<file path="config.mk">
export PLATFORM = sky130hd
export DESIGN_NAME = vram_arbiter
export DESIGN_NICKNAME = d
export VERILOG_FILES = /design/src/rtl/vram_pkg.sv /design/src/rtl/sat_counter.sv /design/src/rtl/vram_arbiter.sv
export SDC_FILE = /design/constraint.sdc
export NUM_CORES = 1
export LEC_CHECK = 0
export BUFFER_PORTS_ARGS = -buffer_cell sky130_fd_sc_hd__buf_2
export CORE_MARGIN = 2
export CORE_UTILIZATION = 45
export DETAILED_ROUTE_END_ITERATION = 16
export PLACE_DENSITY_LB_ADDON = 0.2
export SLEW_MARGIN = 20
export SYNTH_ARGS = -nofsm -noshare
export SYNTH_HDL_FRONTEND = slang
export SYNTH_SLANG_ARGS = --single-unit
export TNS_END_PERCENT = 20
</file>
<file path="constraint.sdc">
create_clock -name clk_pixel -period 5.5 [get_ports clk_pixel]
set_input_delay 0.275 -clock clk_pixel [delete_from_list [all_inputs] [get_ports clk_pixel]]
set_output_delay 0.275 -clock clk_pixel [all_outputs]
set_load 0.02 [all_outputs]
</file>
<file path="src/rtl/vram_pkg.sv">
// Shared types and default widths for the VRAM arbiter and its helpers.
package vram_pkg;

  localparam int unsigned ADDR_W_DEF  = 16;
  localparam int unsigned DATA_W_DEF  = 8;
  localparam int unsigned STALL_W_DEF = 16;

  // CPU-side access lifecycle: waiting, issued read returning, completion.
  typedef enum logic [1:0] {
    IDLE  = 2'd0,
    PEND  = 2'd1,
    RDATA = 2'd2,
    ACK   = 2'd3
  } state_e;

endpackage

</file>
<file path="src/rtl/sat_counter.sv">
// Saturating up-counter with a clear that wins over increment.
module sat_counter #(
  parameter int unsigned WIDTH = 16
) (
  input  logic             clk,
  input  logic             reset,
  input  logic             inc,
  input  logic             clr,
  output logic [WIDTH-1:0] value
);

  logic [WIDTH-1:0] value_q, value_d;

  // Next count: clear first, otherwise step unless already all-ones.
  always_comb begin
    // NOTE: assigning a default before any branch keeps this block purely
    // combinational; a path that left value_d unassigned would infer a latch.
    value_d = value_q;
    if (clr) begin
      value_d = '0;
    end else if (inc && (value_q != '1)) begin
      value_d = value_q + WIDTH'(1);
    end
  end

  // Count register with synchronous reset.
  always_ff @(posedge clk) begin
    // NOTE: non-blocking assignments here so every flop samples the values
    // from before the edge, regardless of block evaluation order.
    if (reset) value_q <= '0;
    else       value_q <= value_d;
  end

  assign value = value_q;

endmodule

</file>
<file path="src/rtl/vram_arbiter.sv">
// Single-port VRAM arbiter: video fetches always win, CPU accesses are held
// in a one-deep pending register and issued into free RAM cycles.
module vram_arbiter
  import vram_pkg::*;
#(
  parameter int unsigned ADDR_W  = ADDR_W_DEF,
  parameter int unsigned DATA_W  = DATA_W_DEF,
  parameter int unsigned STALL_W = STALL_W_DEF
) (
  input  logic               clk_pixel,
  input  logic               reset,
  input  logic               vid_rd,
  input  logic [ADDR_W-1:0]  vid_addr,
  output logic [DATA_W-1:0]  vid_data,
  input  logic               cpu_start,
  input  logic               cpu_we,
  input  logic [ADDR_W-1:0]  cpu_addr,
  input  logic [DATA_W-1:0]  cpu_wdata,
  output logic               cpu_busy,
  output logic               cpu_ack,
  output logic [DATA_W-1:0]  cpu_rdata,
  input  logic               stall_clr,
  output logic [STALL_W-1:0] stall_cnt,
  output logic               ram_en,
  output logic               ram_we,
  output logic [ADDR_W-1:0]  ram_addr,
  output logic [DATA_W-1:0]  ram_wdata,
  input  logic [DATA_W-1:0]  ram_rdata
);

  state_e              state_q, state_d;
  logic                pend_we_q, pend_we_d;
  logic [ADDR_W-1:0]   pend_addr_q, pend_addr_d;
  logic [DATA_W-1:0]   pend_wdata_q, pend_wdata_d;
  logic                cpu_busy_q, cpu_busy_d;
  logic                cpu_ack_q, cpu_ack_d;
  logic [DATA_W-1:0]   cpu_rdata_q, cpu_rdata_d;
  logic                vid_q, vid_d;
  logic [DATA_W-1:0]   vid_data_q, vid_data_d;

  logic cpu_issue;
  logic stall_inc;

  // The CPU gets the port only when pending and video is not fetching; a reset
  // cycle never issues, so an abandoned access cannot touch the RAM.
  assign cpu_issue = (state_q == PEND) && !vid_rd && !reset;
  assign stall_inc = (state_q == PEND) && vid_rd;

  // Next-state, pending capture, read capture and video issue-tag tracking.
  always_comb begin
    state_d      = state_q;
    pend_we_d    = pend_we_q;
    pend_addr_d  = pend_addr_q;
    pend_wdata_d = pend_wdata_q;
    cpu_rdata_d  = cpu_rdata_q;
    vid_d        = vid_rd;
    vid_data_d   = vid_q ? ram_rdata : vid_data_q;

    unique case (state_q)
      IDLE: begin
        if (cpu_start) begin
          pend_we_d    = cpu_we;
          pend_addr_d  = cpu_addr;
          pend_wdata_d = cpu_wdata;
          state_d      = PEND;
        end
      end
      PEND: begin
        if (cpu_issue) state_d = pend_we_q ? ACK : RDATA;
      end
      RDATA: begin
        // Port is pipelined: this data belongs to last cycle's CPU read even
        // if video is issuing a new fetch right now.
        cpu_rdata_d = ram_rdata;
        state_d     = ACK;
      end
      ACK: begin
        state_d = IDLE;
      end
      default: state_d = IDLE;
    endcase

    cpu_busy_d = (state_d == PEND) || (state_d == RDATA);
    cpu_ack_d  = (state_d == ACK);
  end

  // Control state and visible outputs, cleared by reset.
  always_ff @(posedge clk_pixel) begin
    if (reset) begin
      state_q     <= IDLE;
      cpu_busy_q  <= 1'b0;
      cpu_ack_q   <= 1'b0;
      cpu_rdata_q <= '0;
      vid_q       <= 1'b0;
      vid_data_q  <= '0;
    end else begin
      state_q     <= state_d;
      cpu_busy_q  <= cpu_busy_d;
      cpu_ack_q   <= cpu_ack_d;
      cpu_rdata_q <= cpu_rdata_d;
      vid_q       <= vid_d;
      vid_data_q  <= vid_data_d;
    end
  end

  // Pending request payload; only meaningful while state is PEND.
  always_ff @(posedge clk_pixel) begin
    // NOTE: pure datapath registers are left without reset; they are always
    // written by cpu_start before the state machine can consume them.
    pend_we_q    <= pend_we_d;
    pend_addr_q  <= pend_addr_d;
    pend_wdata_q <= pend_wdata_d;
  end

  // Port mux: video first, then an issued CPU access, otherwise idle.
  always_comb begin
    ram_en    = 1'b0;
    ram_we    = 1'b0;
    ram_addr  = pend_addr_q;
    ram_wdata = pend_wdata_q;
    if (vid_rd) begin
      ram_en   = 1'b1;
      ram_addr = vid_addr;
    end else if (cpu_issue) begin
      ram_en = 1'b1;
      ram_we = pend_we_q;
    end
  end

  sat_counter #(
    .WIDTH (STALL_W)
  ) u_stall_cnt (
    .clk   (clk_pixel),
    .reset (reset),
    .inc   (stall_inc),
    .clr   (stall_clr),
    .value (stall_cnt)
  );

  assign vid_data  = vid_data_q;
  assign cpu_busy  = cpu_busy_q;
  assign cpu_ack   = cpu_ack_q;
  assign cpu_rdata = cpu_rdata_q;

endmodule

</file>
# Word-level counts from Yosys, hierarchy flattened
# Cells that the tools add are included.
dict set report classes {
  add_sub_neg 1
  n_eq_ne 7
  muxes 9
  n_reduce_logical 10
}
# operator n
set op_table {}
lappend op_table {{adder 16 x 1 -> 16 bit, second input constant} 1}
lappend op_table {{two-way mux 16 bit} 1}
lappend op_table {{!= test 16 bit, second input constant} 1}
lappend op_table {{equality test 2 bit, second input constant} 4}
lappend op_table {{one-hot mux 2 bit (4 select lines)} 1}
lappend op_table {{two-way mux 1 bit} 5}
lappend op_table {{equality test 2 x 1 -> 1 bit, second input constant} 2}
lappend op_table {{logical AND 1 bit} 4}
lappend op_table {{two-way mux 2 bit} 2}
lappend op_table {{logical NOT 1 bit} 2}
lappend op_table {{logical NOT 2 bit} 1}
lappend op_table {{AND reduction 2 bit} 1}
lappend op_table {{OR reduction 2 bit} 1}
lappend op_table {{logical OR 1 bit} 1}
dict set report word_totals {
  ff_bits 62
  input_bits 54
  out_inout_bits 60
  word_cells 37
}

# Longest topological paths before layout
dict set report logic_depth {
  ltp_word 7
  mapped_depth 7
  ltp_nobuf 6
}

# Hierarchy
# From an unflattened synthesis, not the netlist that was laid out.
dict set report hier_totals {
  hier_cells 232
  hier_area_um2 2670.1
}
# mod instances cells_each area_per_inst_um2 seq_area_each_um2
set by_module_without_submodules {}
lappend by_module_without_submodules {vram_arbiter 1 130 1752.9 1171.1}
lappend by_module_without_submodules {sat_counter 1 102 917.1 320.3}

# Worst setup path before layout
# OpenSTA, ideal clock, no wires.
dict set report synth_timing {
  path_kind {register -> register}
  start {register state_q[0]}
  end {register pend_addr_q[0], enable pin}
  setup_ns 0.444
  arrival_ns 2.247
  required_ns 5.056
  setup_slack_ns 2.810
  stages_incl_launch_ff 2
  n_path_buf 0
  synth_period_minus_slack_ns 2.690
  cell_sequence {dfxtp_1 -> nor3b_1}
}
dict set report synth_via {
  elab_chain_cells 2
}
# item line_no
set synth_rtl {}
lappend synth_rtl {{start, declared} vram_arbiter.sv:31} ;# state_e state_q, state_d;
lappend synth_rtl {{start signal, assigned} vram_arbiter.sv:97} ;# state_q <= state_d;
lappend synth_rtl {{logical NOT 2 bit} vram_arbiter.sv:59} ;# unique case (state_q)
lappend synth_rtl {{AND reduction 2 bit (no source line)} -}
lappend synth_rtl {{end signal, assigned} vram_arbiter.sv:111} ;# pend_addr_q <= pend_addr_d;
lappend synth_rtl {{end, declared} vram_arbiter.sv:33} ;# logic [ADDR_W-1:0] pend_addr_q, pend_addr_d;
# Every way passes these cells.
# A chain may end at the register's enable or synchronous reset.

# Final worst setup path
dict set report layout_timing {
  start {register u_stall_cnt.value_q[2] (netlist: u_stall_cnt.value[2])}
  end {register u_stall_cnt.value_q[7] (netlist: u_stall_cnt.value[7])}
}
dict set report layout_via {
  elab_chain_cells 2
  elab_cells_between_ends 3
  classes_between {1 x add/sub; 1 x eq/ne; 1 x reduce/logical}
}
# item line_no
set layout_rtl {}
lappend layout_rtl {{start, declared} sat_counter.sv:12} ;# logic [WIDTH-1:0] value_q, value_d;
lappend layout_rtl {{start signal, assigned} sat_counter.sv:31} ;# else value_q <= value_d;
lappend layout_rtl {{parallel branches: the longest is 2 deep, another holds adder 16 x 1 -> 16 bit} -}
# Parallel ways; which one is timed is not known.

==> metrics.yaml <==
critical_path:
  rr_startpoint: "u_stall_cnt.value[2]"
  worstPathArrival_ps: 2010
  slowest_stage: "dfxtp_1"
  cp_max_fo: 8
  start_kind: "flop"
  critPathKind: "flop to flop"
  critPathMaxStageDelay_ps: 460
  r2r-end: "u_stall_cnt.value[7]"
  setup.worst_path.start: "u_stall_cnt.value[2]"
  r2r_cells: 5
  worstPathRequired_ps: 5770
  r2r_slack_ps: 3760
  path_cells: "and4_4, and3_1, a31oi_4, a31oi_1, a41o_1"
  end_kind: "flop"
timing:
  rsz0062_at_grt: "no"
  setup_viol: 0
  tns_ps: 0
  finalCritPeriodShare: 0.3159
  finalCriticalPeriod_ps: 1737
  finClkSkew_ps: 7.983
  fmax_mhz: 575.6
  maxSlewViolCount: 0
  timing.final.hold_violations: 0
  worstMarginPinSlew_ps: 613.2
  slew_headroom: 0.5904
clock_tree:
  cts_tree: "built"
  cts_buffers: 9
  ctsHoldBuffers: 0
  postCtsSetupBuffers: 0
  clkSlewWorstSetupHoldPaths_ps: 70
  cts_root_buf: "clkbuf_8"
  clockBufferDepth: 2
  cts_max_level: 3
  cts_resized: 0
  clk_latency_ps: 330
  cts_sinks: 62
pwr:
  ir_drop_uv: 185.8
  combPwrFrac: 0.102
  switchingPower_w: 0.0002488
  switching_share: 0.2324
  clock_power_share: 0.423
  cellPowerDensity_mw_per_mm2: 309.3
  total_leakage_power_nw: 1.506
  internal-power_w: 0.0008217
  seqPwrFrac: 0.475
hold_path:
  holdCritStartpoint: "cpu_wdata[6]"
  min_delay_path_depth: 1
  min_to: "ram_wdata[6]"
  hold_class: "input pin to flop"
synthesis:
  synth_seq_area_share: 0.5692
  synth.area.top_cells: "edfxtp_1, dfxtp_1, mux2_2, nor2_1, mux2i_1"
  yosysWarnings: 0
  synth.distinct_cells: 46
  synth_top_area_frac: 0.2865
  synth.cell_area_mm2: 0.002620
  syn_area_per_cell_um2: 11.70
  ys_ff_latch: 62
  synth_ff_type: "dfxtp_1"
  synth_edf_count: 25
  synth-async-reset-ratio: 0
  synthCells: 224
  syn-num-nets: 280
  yosys.area.top_type: "edfxtp_1"
cells_and_area:
  final_common_cell: "buf_2"
  post-route-cell-area_mm2: 0.003461
  drive_gt1_frac: 0.4751
  regArea_mm2: 0.001491
  layout.nets: 392
  nFillCells: 506
  antenna_cells: 0
  final_cell_mix: "buf_2, dfxtp_1, nor2_1, edfxtp_1, nand2_1"
  area_growth_pct: 32.09
  multi_input_area_mm2: 0.001066
place:
  gp_congestion: 0.7781
  portBuffers: 113
  post_dp_cell_area_mm2: 0.003224
  post-dp-hpwl_mm: 4.189
floorplan:
  io_pins: 114
  start_util: 0.4700
  coreArea_mm2: 0.005574
  die_area_mm2: 0.006449
  fp.dieH_um: 80.31
  die_w_um: 80.31
  rows: 27
routing:
  totalWireLength_mm: 5.806
  route.detailed.drc: 0
  drtPass1Iterations: 4
  vias_per_cell: 4.993
  drt_iter0_markers: 72
  via_count: 2062
  antenna_left: 0
  wl_per_cell_um: 14.06
job:
  cap_violations: 0
global_route:
  grt_max_degree: 30
  grtUsageTotal: 0.1913
  antenna_found_initial: 0
  grt_overflow_total: 0
  grt_pass1_vias: 1889
  grt_pass1_wl_mm: 9.204
run_status:
  run_status: "complete, no violations"
flip-flops by register name (all words and copies together) (netlist names), 2 cells and up:
signal / flops
ram_wdata: 8
u_stall_cnt.value: 16
cpu_rdata: 8
state_q: 2
pend_addr_q: 16
vid_data: 8
through the flow:
step / std cells / worst slack [ps] / util / hold slack (ps) / power (W)
2_1_floorplan: 224 / 2810 / - / 373.9 / 0.0005828
4_1_cts: 413 / 3743 / 0.6209 / 97.89 / 0.001085
5_1_grt: 413 / 3627 / 0.6209 / 96.44 / 0.001116
6_report: 413 / 3763 / 0.6209 / 115.3 / 0.001071
3_3_place_gp: 397 / 3844 / 0.5785 / 439.4 / 0.0006265
3_5_place_dp: 397 / 3781 / 0.5785 / 452.5 / 0.0006289
cell type report:
cell class / count / area share
sequential: 62 / 0.4309
multi-input combinational: 148 / 0.3080
timing repair buffer: 114 / 0.1656
clock buffer: 12 / 0.05423
tap: 72 / 0.02603
clock inverter: 4 / 0.01410
inverter: 1 / 0.001085
cell usage after synthesis (all sizes together) (3+ instances only):
library cell,number
dfxtp,37
nor2,26
edfxtp,25
nand2,22
mux2,16
a21oi,10
mux2i,9
clkbuf,8
nand4,7
nor2b,6
xnor2,6
buf,5
nand3,5
nor3,4
a211oi,3
a31oi,3
and3,3
or3,3
xor2,3
power by group through the flow:
stage | clock network (W) | registers (W) | logic (W)
6_report | 0.000453 | 0.000509 | 0.000109
3_3_place_gp | 0 | 0.000518 | 0.000108
3_5_place_dp | 0 | 0.000519 | 0.000110
4_1_cts | 0.000465 | 0.000509 | 0.000110
5_1_grt | 0.000486 | 0.000511 | 0.000120
2_1_floorplan | 0 | 0.000529 | 0.0000542
kinds of logic (layout without fill, tap and decap cells):
kind of cell | after synthesis | in the layout | share of synthesized area
AND/OR/NAND/NOR | 86 | 86 | 0.1872
flip-flops | 62 | 62 | 0.5692
AO/OA/AOI/OAI | 26 | 26 | 0.07498
multiplexers | 25 | 25 | 0.1032
buffers and inverters | 14 | 131 | 0.02579
XOR/XNOR | 9 | 9 | 0.03009
adder cells (fa/ha/maj) | 2 | 2 | 0.009550
critical path, delay by kind of cell, from the launching register on:
family	cells	cell delay (ps)
AOI/OAI and AO/OA	3	510
and+or+nand+nor	2	710
DFF	1	460
worst max-delay path by stage:
| stage | depth (start not counted) | end | slack, ps |
|---|---|---|---|
| after floorplan | 1 | pend_addr_q[0] | 2810 |
| after global placement | 5 | u_stall_cnt.value[7] | 3840 |
| after detailed placement | 5 | u_stall_cnt.value[13] | 3780 |
| after CTS | 3 | ram_we | 3740 |
| after global routing | 3 | ram_we | 3630 |
| final | 5 | u_stall_cnt.value[7] | 3760 |
metal layers:
| layer | vias up | global-route usage | routed length [µm] |
|---|---|---|---|
| li1 | 1028 | - | - |
| met5 | - | 0 | 0 |
| met4 | 0 | 0.08644 | 108 |
| met2 | 89 | 0.2817 | 2660 |
| met3 | 12 | 0.07978 | 591 |
| met1 | 933 | 0.2446 | 2445 |
No activity file was read; power rests on OpenSTA's default activity.
